==> src/rtl/sensor_acq_ctrl_pkg.sv <==
// Shared types and constants for the sensor acquisition front-end.
// Optional build macro: ACQ_ROUND_EN (round-half-up averaging).
package acq_pkg;

    typedef enum logic [1:0] {
        DISABLED,
        ACCUM,
        WRITE
    } acq_state_e;

    localparam int DROP_CNT_W = 8;

    // Accumulator width: the sum of 2^avg_log2 samples never overflows, and
    // one extra bit absorbs the rounding addend when rounding is built in.
    function automatic int acc_width(input int data_w, input int avg_log2, input bit round_en);
        return data_w + avg_log2 + (round_en ? 1 : 0);
    endfunction

endpackage

==> src/rtl/sensor_acq_ctrl_if.sv <==
// Valid/ready sample stream between the sensor source and the acquisition block.
interface sensor_acq_ctrl_if #(
    parameter int DATA_W = 32
);
    logic              valid;
    logic [DATA_W-1:0] data;
    logic              ready;

    // Sample producer side.
    modport master (output valid, output data, input ready);
    // Acquisition block side.
    modport slave  (input valid, input data, output ready);
endinterface

==> src/rtl/sensor_acq_ctrl_hold_timer.sv <==
// Hold window generator: a host write opens a window of HOLD_CYCLES cycles
// during which sensor writes to the register would be ignored.
module acq_hold_timer #(
    parameter int HOLD_CYCLES = 4
) (
    input  logic clk_i,
    input  logic rst_ni,
    input  logic host_wr_i,
    output logic hold_o
);
    localparam int HOLD_W = $clog2(HOLD_CYCLES + 1);

    logic [HOLD_W-1:0] hold_cnt_q;

    // Reload on every host write, otherwise count down to zero.
    always_ff @(posedge clk_i or negedge rst_ni) begin
        if (!rst_ni) begin
            hold_cnt_q <= '0;
        end else if (host_wr_i) begin
            hold_cnt_q <= HOLD_W'(HOLD_CYCLES);
        end else if (hold_cnt_q != '0) begin
            hold_cnt_q <= hold_cnt_q - HOLD_W'(1);
        end
    end

    // Straight from the counter flop: high the cycle after the host write.
    assign hold_o = (hold_cnt_q != '0);

endmodule

==> src/rtl/sensor_acq_ctrl.sv <==
// Sensor acquisition front-end: averages 2^AVG_LOG2 samples, drives the
// control register's sensor write port and hold control, and counts sensor
// writes that land inside a host hold window.
// Optional build macro: ACQ_ROUND_EN (round-half-up instead of floor).
module sensor_acq_ctrl
    import acq_pkg::*;
#(
    parameter int DATA_W      = 32,
    parameter int AVG_LOG2    = 2,
    parameter int HOLD_CYCLES = 4
) (
    input  logic                  clk_i,
    input  logic                  rst_ni,
    input  logic                  enable_i,
    sensor_acq_ctrl_if.slave      sample,
    input  logic                  host_wr_i,
    output logic [DATA_W-1:0]     data1_o,
    output logic                  wr1_o,
    output logic                  hold_ctrl_o,
    output logic [DROP_CNT_W-1:0] drop_cnt_o
);
`ifdef ACQ_ROUND_EN
    localparam bit ROUND_EN = 1'b1;
`else
    localparam bit ROUND_EN = 1'b0;
`endif

    localparam int ACC_W = acc_width(DATA_W, AVG_LOG2, ROUND_EN);
    localparam int CNT_W = AVG_LOG2 + 1;
    localparam int GROUP = 1 << AVG_LOG2;
    // Half an LSB of the averaged result; zero for pass-through.
    localparam logic [ACC_W-1:0] ROUND_ADD = ROUND_EN ? ACC_W'((2 ** AVG_LOG2) / 2) : '0;
    localparam logic [DROP_CNT_W-1:0] DROP_MAX = '1;

    acq_state_e        state_q, state_d;
    logic [ACC_W-1:0]  acc_q, acc_d;
    logic [CNT_W-1:0]  cnt_q, cnt_d;
    logic [DATA_W-1:0] data1_q, data1_d;
    logic [DROP_CNT_W-1:0] drop_q;

    logic [ACC_W-1:0]  sum;
    logic [ACC_W-1:0]  rounded;
    logic              accept;
    logic              last;

    assign sum     = acc_q + ACC_W'(sample.data);
    assign rounded = sum + ROUND_ADD;
    assign accept  = sample.valid && (state_q == ACCUM);
    assign last    = (cnt_q == CNT_W'(GROUP - 1));

    // State, accumulator and output data registers.
    always_ff @(posedge clk_i or negedge rst_ni) begin
        // NOTE: non-blocking assignments so every flop samples pre-edge values.
        if (!rst_ni) begin
            state_q <= DISABLED;
            acc_q   <= '0;
            cnt_q   <= '0;
            data1_q <= '0;
        end else begin
            state_q <= state_d;
            acc_q   <= acc_d;
            cnt_q   <= cnt_d;
            data1_q <= data1_d;
        end
    end

    // Next-state logic: accumulate a group, emit one WRITE cycle, repeat.
    always_comb begin
        // NOTE: every signal driven here is defaulted first so no path infers a latch.
        state_d = state_q;
        acc_d   = acc_q;
        cnt_d   = cnt_q;
        data1_d = data1_q;

        unique case (state_q)
            DISABLED: begin
                if (enable_i) begin
                    state_d = ACCUM;
                    acc_d   = '0;
                    cnt_d   = '0;
                end
            end
            ACCUM: begin
                if (!enable_i) begin
                    // Partial group is discarded; data1 keeps its last value.
                    state_d = DISABLED;
                    acc_d   = '0;
                    cnt_d   = '0;
                end else if (accept) begin
                    if (last) begin
                        state_d = WRITE;
                        data1_d = DATA_W'(rounded >> AVG_LOG2);
                        acc_d   = '0;
                        cnt_d   = '0;
                    end else begin
                        acc_d = sum;
                        cnt_d = cnt_q + CNT_W'(1);
                    end
                end
            end
            WRITE: begin
                state_d = enable_i ? ACCUM : DISABLED;
                acc_d   = '0;
                cnt_d   = '0;
            end
            default: begin
                state_d = DISABLED;
                acc_d   = '0;
                cnt_d   = '0;
            end
        endcase
    end

    acq_hold_timer #(
        .HOLD_CYCLES(HOLD_CYCLES)
    ) u_hold_timer (
        .clk_i    (clk_i),
        .rst_ni   (rst_ni),
        .host_wr_i(host_wr_i),
        .hold_o   (hold_ctrl_o)
    );

    // Count sensor writes the register will ignore because hold is active.
    always_ff @(posedge clk_i or negedge rst_ni) begin
        if (!rst_ni) begin
            drop_q <= '0;
        end else if (wr1_o && hold_ctrl_o && (drop_q != DROP_MAX)) begin
            drop_q <= drop_q + DROP_CNT_W'(1);
        end
    end

    assign sample.ready = (state_q == ACCUM);
    assign wr1_o        = (state_q == WRITE);
    assign data1_o      = data1_q;
    assign drop_cnt_o   = drop_q;

endmodule

==> src/flat_wrapper.sv <==
// flat-port wrapper written by rule: the top's interface ports become plain ports
module sensor_acq_ctrl_flat import acq_pkg::*;
#(
    parameter int DATA_W      = 32,
    parameter int AVG_LOG2    = 2,
    parameter int HOLD_CYCLES = 4
)
  (clk_i, rst_ni, enable_i, host_wr_i, data1_o, wr1_o, hold_ctrl_o, drop_cnt_o, sample_valid, sample_data, sample_ready);
  sensor_acq_ctrl_if #(.DATA_W(DATA_W)) sample_i ();
  input  logic clk_i;
  input  logic rst_ni;
  input  logic enable_i;
  input  logic host_wr_i;
  output logic [DATA_W-1:0] data1_o;
  output logic wr1_o;
  output logic hold_ctrl_o;
  output logic [DROP_CNT_W-1:0] drop_cnt_o;
  input wire logic [$bits(sample_i.valid)-1:0] sample_valid;
  input wire logic [$bits(sample_i.data)-1:0] sample_data;
  output wire logic [$bits(sample_i.ready)-1:0] sample_ready;
  assign sample_i.valid = sample_valid;
  assign sample_i.data = sample_data;
  assign sample_ready = sample_i.ready;
  sensor_acq_ctrl #(.DATA_W(DATA_W), .AVG_LOG2(AVG_LOG2), .HOLD_CYCLES(HOLD_CYCLES)) u_core (.clk_i(clk_i), .rst_ni(rst_ni), .enable_i(enable_i), .sample(sample_i), .host_wr_i(host_wr_i), .data1_o(data1_o), .wr1_o(wr1_o), .hold_ctrl_o(hold_ctrl_o), .drop_cnt_o(drop_cnt_o));
endmodule
==> config.mk <==
export PLATFORM = sky130hd
export DESIGN_NAME = sensor_acq_ctrl_flat
export DESIGN_NICKNAME = d
export VERILOG_FILES = /design/src/rtl/sensor_acq_ctrl_pkg.sv /design/src/rtl/sensor_acq_ctrl_if.sv /design/src/rtl/sensor_acq_ctrl_hold_timer.sv /design/src/rtl/sensor_acq_ctrl.sv /design/src/flat_wrapper.sv
export SDC_FILE = /design/constraint.sdc
export NUM_CORES = 1
export LEC_CHECK = 0
export ABC_AREA = 1
export BUFFER_PORTS_ARGS = -buffer_cell sky130_fd_sc_hd__buf_4
export CORE_ASPECT_RATIO = 0.75
export CORE_MARGIN = 4
export CORE_UTILIZATION = 50
export DETAILED_ROUTE_END_ITERATION = 16
export MAX_ROUTING_LAYER = met4
export PLACE_DENSITY = 0.68
export REMOVE_ABC_BUFFERS = 1
export SYNTH_ARGS = -nofsm -noshare
export SYNTH_HDL_FRONTEND = slang
export SYNTH_SLANG_ARGS = --single-unit
export TNS_END_PERCENT = 5
==> constraint.sdc <==
create_clock -name clk_i -period 2.25 [get_ports clk_i]
set_input_delay 0.45 -clock clk_i [delete_from_list [all_inputs] [get_ports clk_i]]
set_output_delay 0.45 -clock clk_i [all_outputs]
set_load 0.02 [all_outputs]
==> results of run 1 <==
## how the worst max path moves through the flow
stage	from	to	slack (ps)
after floorplan	sample_data[0]	u_core.acc_q[16]	220
after global placement	sample_data[0]	u_core.acc_q[18]	-10
after detailed placement	sample_data[0]	u_core.data1_o[16]	-130
after CTS	u_core.acc_q[0]	u_core.acc_q[18]	60
after global routing	u_core.acc_q[0]	u_core.acc_q[10]	-20
final	u_core.acc_q[0]	u_core.acc_q[10]	120
## power groups by stage
stage               Clock, W  Sequential [W]  Combinational (W)
global placement           0         0.00243            0.00475
finish               0.00148         0.00245            0.00490
floorplan                  0         0.00271            0.00278
global route         0.00158         0.00251            0.00544
detailed placement         0         0.00244            0.00484
CTS                  0.00151         0.00244            0.00487
## cell usage after synthesis (3+ instances only)
cell      count  area, µm²
inv_2         3       11.3
nor2_1       42        158
nand3_1      65        325
dfrtp_1      82       2050
nor3_1        7       35.0
o21ai_2      14        123
nor2_4        3       33.8
a21oi_1      38        190
xnor2_1      15        131
o21ai_0      42        210
buf_6         3       33.8
buf_2         5       25.0
nand2_1     264        991
nand3b_1      5       37.5
nand2_2       6       37.5
inv_1        92        345
ha_1         36        450
xor2_1        8       70.1
## per-stage QoR
| step | cells | setup slack [ps] |
|---|---|---|
| 2_1_floorplan | 739 | 218 |
| 3_3_place_gp | 979 | -14.6 |
| 3_5_place_dp | 979 | -126 |
| 4_1_cts | 996 | 58.2 |
| 5_1_grt | 996 | -17.2 |
| 6_report | 996 | 116 |
## final cells by class
class,instances,area (µm²),share of cell area
clock buffers,10,229,0.0345
clock inverters,6,66.3,0.00998
inverters,96,360,0.0542
multi-input cells,561,2940,0.442
flip-flops and latches,82,2050,0.309
well taps,136,170,0.0256
repair buffers,105,828,0.125
## placed cells by master, fill, tap and decap left out, types with 2 or more instances in the layout
cell / instances
xnor2_1: 15
or2_2: 2
nor2_1: 42
inv_1: 92
o21bai_1: 2
buf_4: 101
dfrtp_1: 82
a21boi_0: 2
nor3_1: 7
nand2_1: 262
nand3b_1: 5
o21ai_0: 42
a22o_1: 2
clkbuf_16: 9
nand3_1: 65
nand2_2: 8
a21oi_1: 37
nor4_1: 2
buf_12: 3
o21ai_2: 14
xor2_1: 8
ha_1: 35
inv_2: 3
clkinvlp_4: 3
nor2_4: 3
## worst max-delay path, cell delays in order (launching register included)
cell and delay (ps):
dfrtp_1 380, ha_1 220, fa_2 370, nand3_1 100, nand2_1 110, nand2_1 80, nand2_1 90, nand2_1 80
nand2_1 100, xnor2_1 330, o21ai_0 130
## metal layers
metal | wire (µm) | track usage | up-vias
met2 | 6580 | 0.378 | 145
met1 | 7820 | 0.386 | 2446
met4 | 136 | 0.0498 | 0
li1 | - | - | 2607
met5 | 0 | - | -
met3 | 761 | 0.0399 | 10
## flip-flops by register name, summed over array words and instances (netlist names)
signal / flops
u_core.cnt_q: 3
u_core.acc_q: 34
u_core.drop_cnt_o: 8
u_core.data1_o: 32
u_core.state_q: 2
u_core.u_hold_timer.hold_cnt_q: 3
## timing repair
item / 4_1_cts / 5_1_grt
hold endpoints to repair: 14 / 0
hold buffers: 1 / 0
endpoints found under the setup margin: 0 / 25
resized for setup: 0 / 5
## cells by family (layout without fill, tap and decap cells)
kind of cell,after synthesis,after routing
and+or+nand+nor,400,400
buffers and inverters,107,217
AOI/OAI and AO/OA,100,100
DFF,82,82
adders and majority gates,37,37
xor gates and xnor gates,23,23
muxes,1,1
==> metrics.txt, run 1 <==
total CTS buffers=9; Synth Register Bits=approximately 80; placed instance area=about 6300 µm²; hold_ws=about 400 ps; Total Power=0.00883 W; TritonRoute pass-1 iters=5; worst r2r src=u_core.acc_q[0]; Global Route Usage Sum=0.260; post-synthesis mux area share=0.00208; Worst Path Max Fanout=3; DR vias/cell=between 5 and 6; synth unique cells=33; Final min period=around 2100 ps; final setup violation count=0; Post-Syn Instances=750; core area=around 10,000 µm²; die height=~100 µm; Clk network pwr share=0.168; hold_sp=host_wr_i; R2R Path End=u_core.acc_q[10]; Top-Level Pins=80; Hold Path End=u_core.u_hold_timer.hold_cnt_q[2]; Post-Route Setup TNS=0 ps; CP Class=reg2reg; RD Place Congestion=around 0.95; VDD IR-drop max=0.000670 V; post-route ant nets=0; cell row count=32; status=complete, no violations; antenna violations before repair=0; clock root buffer master=clkbuf_16; fin area=around 6600 µm²; area growth from synthesis to layout=22.5%; grt ovf=0; sequential share of the synthesized area=0.378; leakage power=around 3.7 nW; first-pass GRT wire length=around 26 mm; Skew-Pair Late Insertion Delay=roughly 340 ps; Critical Path RT=between 2000 and 2500 ps; clk slew on worst S/H paths=around 60 ps; clk sinks=82; hpwl dp=between 10 and 15 mm; H-tree Lvls=3; setup slack, reg-to-reg=roughly 120 ps; clock skew=7.83 ps; relative max-transition margin=0.585; crit share post-route=0.949; # Max-Cap Violations=0; post-CTS setup buffers=0; final wirelength=15.3 mm; Min-Delay Path Depth=3; sw power=between 0.004 and 0.005 W; P per Cell Area=approximately 1300 nW/µm²; Comb pwr share=0.555; die area=~13,000 µm²; P_int=0.00476 W; worst hold path type=in2reg; Initial Util=0.519; unrepaired setup endpoints after global routing=yes; switching share of total power=0.461; largest net degree at the start of global routing=46; share of cells above drive strength 1=0.180; Detailed Route Iter0 Violations=~320; sequential share of power=0.277; Simple-Gate Fraction of Synth Area=0.308; Avg Inst Size Synth=roughly 7.2 µm²; f_max=around 470 MHz; Worst EP arrival=between 2000 and 2500 ps; EDFF count, synth=0; yosys warns=0; Post-Synth XOR/XNOR Area=0.0371; # diodes=0; number of fillers in the final layout=989; Crit. End Element=flop; vias=approximately 5,200; top_reg_cell synth=dfrtp_1; Fin. Hold Viols=0; adder-cell share of the synthesized area=0.0867; Mapped Area=5420 µm²; nets=929; die width=approximately 130 µm; number of port buffers=approximately 80; ys async rst share=1.00; fin. max-slew vios=0; WL/cell=around 15 µm; residual DRC count=0; CTS tree=done; largest family of logic cells by synthesized area=simple AND/OR/NAND/NOR gates; CTS max path bufs=2; Compound-Gate Fraction of Synth Area=0.105; pin slew with the least headroom to its limit=about 620 ps; vias in the first global route=roughly 5,100; CP Launch Type=flop; Util after Layout=0.636; FF-to-FF path depth=10
No activity file was read; power rests on OpenSTA's default activity.
==> inputs of run 2 (changes only) <==
clock period = 2.74 ns   (was 2.25 ns; I/O delays follow)
==> metrics.txt, run 2 (same netlist as run 1, synthesis figures left out) <==
Final Non-Filler Cells=975 (-2.1%); status=complete, no violations; share of cells above drive strength 1=0.155 (-0.0253); antenna violations before repair=0 (unchanged); CP Class=reg2reg; P per Cell Area=1100 nW/µm² (-17%); Buf/Inv on CP=0 (unchanged); CP max-delay cell=fa_1; leakage power=3.60 nW (-2.3%); largest net degree at the start of global routing=45 (-2.2%); number of port buffers=79 (unchanged); Cell Chain, Critical Path=ha_1, fa_1, nand3_1, nand2_1, nand2_1, nand2_1, nand2_1, nand2_1, a21oi_1, nand2_1, nand3_1, nand2_1; Detailed Route Iter0 Violations=345 (+8.8%); first-pass GRT wire length=24.7 mm (-3.3%); # diodes=0 (unchanged); Global Route Usage Sum=0.252 (-0.00797); hpwl dp=11.4 mm (-4.1%); RD Place Congestion=0.943 (-1.0%); vias in the first global route=5,057 (-1.3%); slowest cell delay on critical path=410 ps (+30 ps); fin. max-slew vios=0 (unchanged); relative max-transition margin=0.593 (+0.00784); clock root buffer master=clkbuf_16; vias=5,055 (-2.9%); CP Launch Type=flop; clk sinks=82 (unchanged); unrepaired setup endpoints after global routing=no; # Max-Cap Violations=0 (unchanged); setup slack, reg-to-reg=450 ps (+330 ps); critical path's top delay family=simple AND/OR/NAND/NOR gates; grt ovf=0 (unchanged); VDD IR-drop max=0.000474 V (-29%); Hold Buf Count CTS=0 (-1); die area=12,600 µm² (unchanged); f_max=437 MHz (-6.8%); cell row count=32 (unchanged); final setup violation count=0 (unchanged); CTS max path bufs=2 (unchanged); max reg flops=34 (unchanged); residual DRC count=0 (unchanged); TritonRoute pass-1 iters=5 (unchanged); cell mode on critical path=nand2_1; PostCTS Resize Cnt=0 (unchanged); Crit. End Element=flop; die width=128 µm (unchanged); largest register by flop count=u_core.acc_q; Worst EP arrival=2520 ps (+180 ps); Worst Path Max Fanout=3 (unchanged); crit share post-route=0.836 (-0.113); post-CTS setup buffers=0 (unchanged); total CTS buffers=9 (unchanged); H-tree Lvls=3 (unchanged); commonest non-fill, non-tap cell in the layout=nand2_1; Post-Route Setup TNS=0 ps (unchanged); worst hold path type=in2async; core area=10,500 µm² (unchanged); most frequent cells in the layout=nand2_1, inv_1, buf_4; pin slew with the least headroom to its limit=607 ps (-14.0 ps); die height=98.2 µm (unchanged); clk slew on worst S/H paths=60 ps (about the same); Fin. Hold Viols=0 (unchanged); Top-Level Pins=80 (unchanged); area growth from synthesis to layout=19.3%; final wirelength=14.7 mm (-3.9%); Cells after DPL=959 (-2.0%); Initial Util=0.519 (unchanged); nets=908 (-2.3%); Final min period=2290 ps (+156 ps); Critical Path RT=2970 ps (+510 ps); CTS tree=done; post-route ant nets=0 (unchanged); clock skew=8.05 ps (+0.217 ps); DR vias/cell=5.18 (-0.85%); WL/cell=15.1 µm (-1.9%); Skew-Pair Late Insertion Delay=340 ps (about the same)
-- run 2: final timing paths --
kind / cells past startpoint / from / endpoint
hold / removal: 1 / rst_ni / u_core.data1_o[1]
min in group clk_i: 2 / u_core.data1_o[19] / u_core.data1_o[19]
setup / recovery: 12 / u_core.acc_q[0] / u_core.acc_q[18]
hold reg to reg: 2 / u_core.data1_o[19] / u_core.data1_o[19]
max in group asynchronous: 2 / rst_ni / u_core.acc_q[19]
setup reg to reg: 12 / u_core.acc_q[0] / u_core.acc_q[18]
-- run 2: routing by layer --
metal / share of wire / track usage / vias up
met3: 0.056 / 0.0443 / 16
met2: 0.42 / 0.359 / 130
li1: - / - / 2564
met4: 0.011 / 0.0595 / 0
met1: 0.52 / 0.373 / 2345
met5: 0 / - / -
-- run 2: layout make-up --
cell class / instances / area (µm²)
Clock inverter: 6 / 87.6
Timing Repair Buffer: 84 / 643
Fill cell: 950 / 3980
Inverter: 96 / 360
Multi-Input combinational cell: 561 / 2930
Clock buffer: 10 / 229
Sequential cell: 82 / 2050
Tap cell: 136 / 170
-- run 2: per-stage QoR --
step           instance area (µm²)  hold slack [ps]  setup WS (ps)  utilization  power (W)
6_report                      6470              178            449        0.619    0.00710
2_1_floorplan                 5340              252            610            -    0.00450
4_1_cts                       6470              192            485        0.619    0.00712
3_3_place_gp                  6150              466            199        0.589    0.00569
5_1_grt                       6470              208            232        0.619    0.00771
3_5_place_dp                  6150              468            201        0.589    0.00577
-- run 2: where the power goes --
| part | internal [W] | total, W | leakage, nW | switching (W) |
|---|---|---|---|---|
| clock | 0.000802 | 0.00131 | 0.157 | 0.000512 |
| sequential | 0.00168 | 0.00199 | 1.08 | 0.000313 |
| combinational | 0.00135 | 0.00379 | 2.37 | 0.00244 |
==> inputs of run 3 (changes only) <==
clock period = 2.3 ns   (was 2.74 ns; I/O delays follow)
==> metrics.txt, run 3 (same netlist as run 1, synthesis figures left out) <==
sw power=0.00393 W (+20%); clock root buffer master=clkbuf_16; antenna violations before repair=0 (unchanged); sequential share of power=0.283 (+0.002); share of cells above drive strength 1=0.170 (+0.0154); TritonRoute pass-1 iters=5 (unchanged); CTS max path bufs=2 (unchanged); clk sinks=82 (unchanged); switching share of total power=0.468 (+0.00749); clock skew=6.10 ps (-1.95 ps); Skew-Pair Late Insertion Delay=340 ps (about the same); RD Place Congestion=0.920 (-2.4%); Crit. End Element=flop; cell row count=32 (unchanged); CP endpoint=u_core.acc_q[32]; placed instance area=6270 µm² (+1.9%); Critical Path RT=2530 ps (-440 ps); hold_ws=22.8 ps (-156 ps); FF-to-FF path depth=12 (unchanged); CP Class=reg2reg; die area=12,600 µm² (unchanged); f_max=466 MHz (+6.8%); CTS tree=done; Clk network pwr share=0.163 (-0.022); die width=128 µm (unchanged); Final Non-Filler Cells=987 (+1.2%); commonest non-fill, non-tap cell in the layout=nand2_1; number of port buffers=79 (unchanged); first-pass GRT wire length=24.8 mm (+0.42%); vias=5,089 (+0.67%); vias in the first global route=5,011 (-0.91%); core area=10,500 µm² (unchanged); crit path launch=u_core.acc_q[0]; CP Launch Type=flop; crit share post-route=0.933 (+0.0966); die height=98.2 µm (unchanged); Top-Level Pins=80 (unchanged); unrepaired setup endpoints after global routing=yes; fin. max-slew vios=0 (unchanged); worst r2r src=u_core.acc_q[0]; worst hold path type=in2async; Cells after DPL=971 (+1.3%); setup slack, reg-to-reg=160 ps (-290 ps); Hold Buf Count CTS=0 (unchanged); hpwl dp=11.6 mm (+1.6%); fin area=6550 µm² (+1.3%); leakage power=3.65 nW (+1.3%); Initial Util=0.519 (unchanged); Worst Path Max Fanout=4 (+1); Detailed Route Iter0 Violations=291 (-16%); WL/cell=15.0 µm (-0.44%); Comb pwr share=0.554 (+0.020); grt ovf=0 (unchanged); total CTS buffers=9 (unchanged); DR vias/cell=5.16 (-0.55%); final setup violation count=0 (unchanged); relative max-transition margin=0.578 (-0.0149); VDD IR-drop max=0.000689 V (+45%); H-tree Lvls=3 (unchanged); Global Route Usage Sum=0.253 (+0.00109); Worst EP arrival=2370 ps (-150 ps); # Max-Cap Violations=0 (unchanged); largest net degree at the start of global routing=37 (-18%); largest register by flop count=u_core.acc_q; residual DRC count=0 (unchanged); status=complete, no violations; R2R Path End=u_core.acc_q[32]; most frequent cells in the layout=nand2_1, buf_4, inv_1; max reg flops=34 (unchanged); P_int=0.00447 W (+17%); Place WS=-61.2 ps (-262 ps); Final min period=2140 ps (-146 ps); post-route ant nets=0 (unchanged); PnR worst setup slack=155 ps (-294 ps); clk slew on worst S/H paths=60 ps (about the same); area growth from synthesis to layout=20.8%; P per Cell Area=1280 nW/µm² (+17%); nets=920 (+1.3%); final wirelength=14.8 mm (+0.78%); # diodes=0 (unchanged); Fin. Hold Viols=0 (unchanged); pin slew with the least headroom to its limit=632 ps (+24.5 ps)
==> run 3: cell count changes in the layout (fill, tap and decap cells not counted), sizes merged <==
cell | before | now
buf | 84 | 96
bufinv | 2 | 0
clkinv | 3 | 5
clkinvlp | 0 | 2
clkbuf | 10 | 9
inv | 97 | 96
==> run 3: worst min path at each step <==
stage / start / to / slack, ps / cells past startpoint
after floorplan: rst_ni / u_core.acc_q[0] / 160 / 0
after global placement: rst_ni / u_core.data1_o[1] / 380 / 1
after detailed placement: rst_ni / u_core.acc_q[3] / 390 / 1
after CTS: rst_ni / u_core.data1_o[3] / 20 / 1
after global routing: rst_ni / u_core.data1_o[1] / 30 / 1
final: rst_ni / u_core.acc_q[3] / 20 / 1
==> run 3: cell type report <==
cell class              count  area [µm²]
clock buffers               9         225
fillers                   949        3900
inverters                  96         360
well taps                 136         170
flip-flops and latches     82        2050
multi-input cells         561        2930
repair buffers             96         758
clock inverters             7        53.8
==> run 3: what timing repair did <==
action / in CTS / in global routing
setup buffers: 0 / 0
endpoints found under the setup margin: 0 / 11
gates resized for setup: 0 / 3
==> run 3: worst max-delay path, stage by stage, from the launching register on <==
cell     delay (ps)
dfrtp_1         380
ha_1            210
fa_1            400
nand3_1         100
nand2_1         120
nand2_1          80
nand2_1          90
nand3_1          90
nand2_1         120
nand2_1         160
nand3_1         110
nand3_1         100
nand2_1          60
==> run 3: layer usage <==
layer | part of all wire | GRT usage
met5 | 0 | -
met2 | 0.41 | 0.363
met1 | 0.52 | 0.375
met3 | 0.061 | 0.0481
met4 | 0.011 | 0.0489
==> run 3: through the flow <==
| stage | power [W] | setup TNS (ps) | util |
|---|---|---|---|
| 2_1_floorplan | 0.00537 | 0 | - |
| 3_3_place_gp | 0.00690 | -295 | 0.600 |
| 3_5_place_dp | 0.00701 | -351 | 0.600 |
| 4_1_cts | 0.00841 | 0 | 0.626 |
| 5_1_grt | 0.00912 | -12.0 | 0.627 |
| 6_report | 0.00840 | 0 | 0.627 |
==> run 3: power by group through the flow <==
| stage | Clock [W] | Combinational [W] | Sequential, W |
|---|---|---|---|
| finish | 0.00137 | 0.00465 | 0.00238 |
| global route | 0.00147 | 0.00519 | 0.00245 |
| CTS | 0.00141 | 0.00464 | 0.00237 |
| detailed placement | 0 | 0.00462 | 0.00239 |
| global placement | 0 | 0.00454 | 0.00237 |
| floorplan | 0 | 0.00272 | 0.00265 |
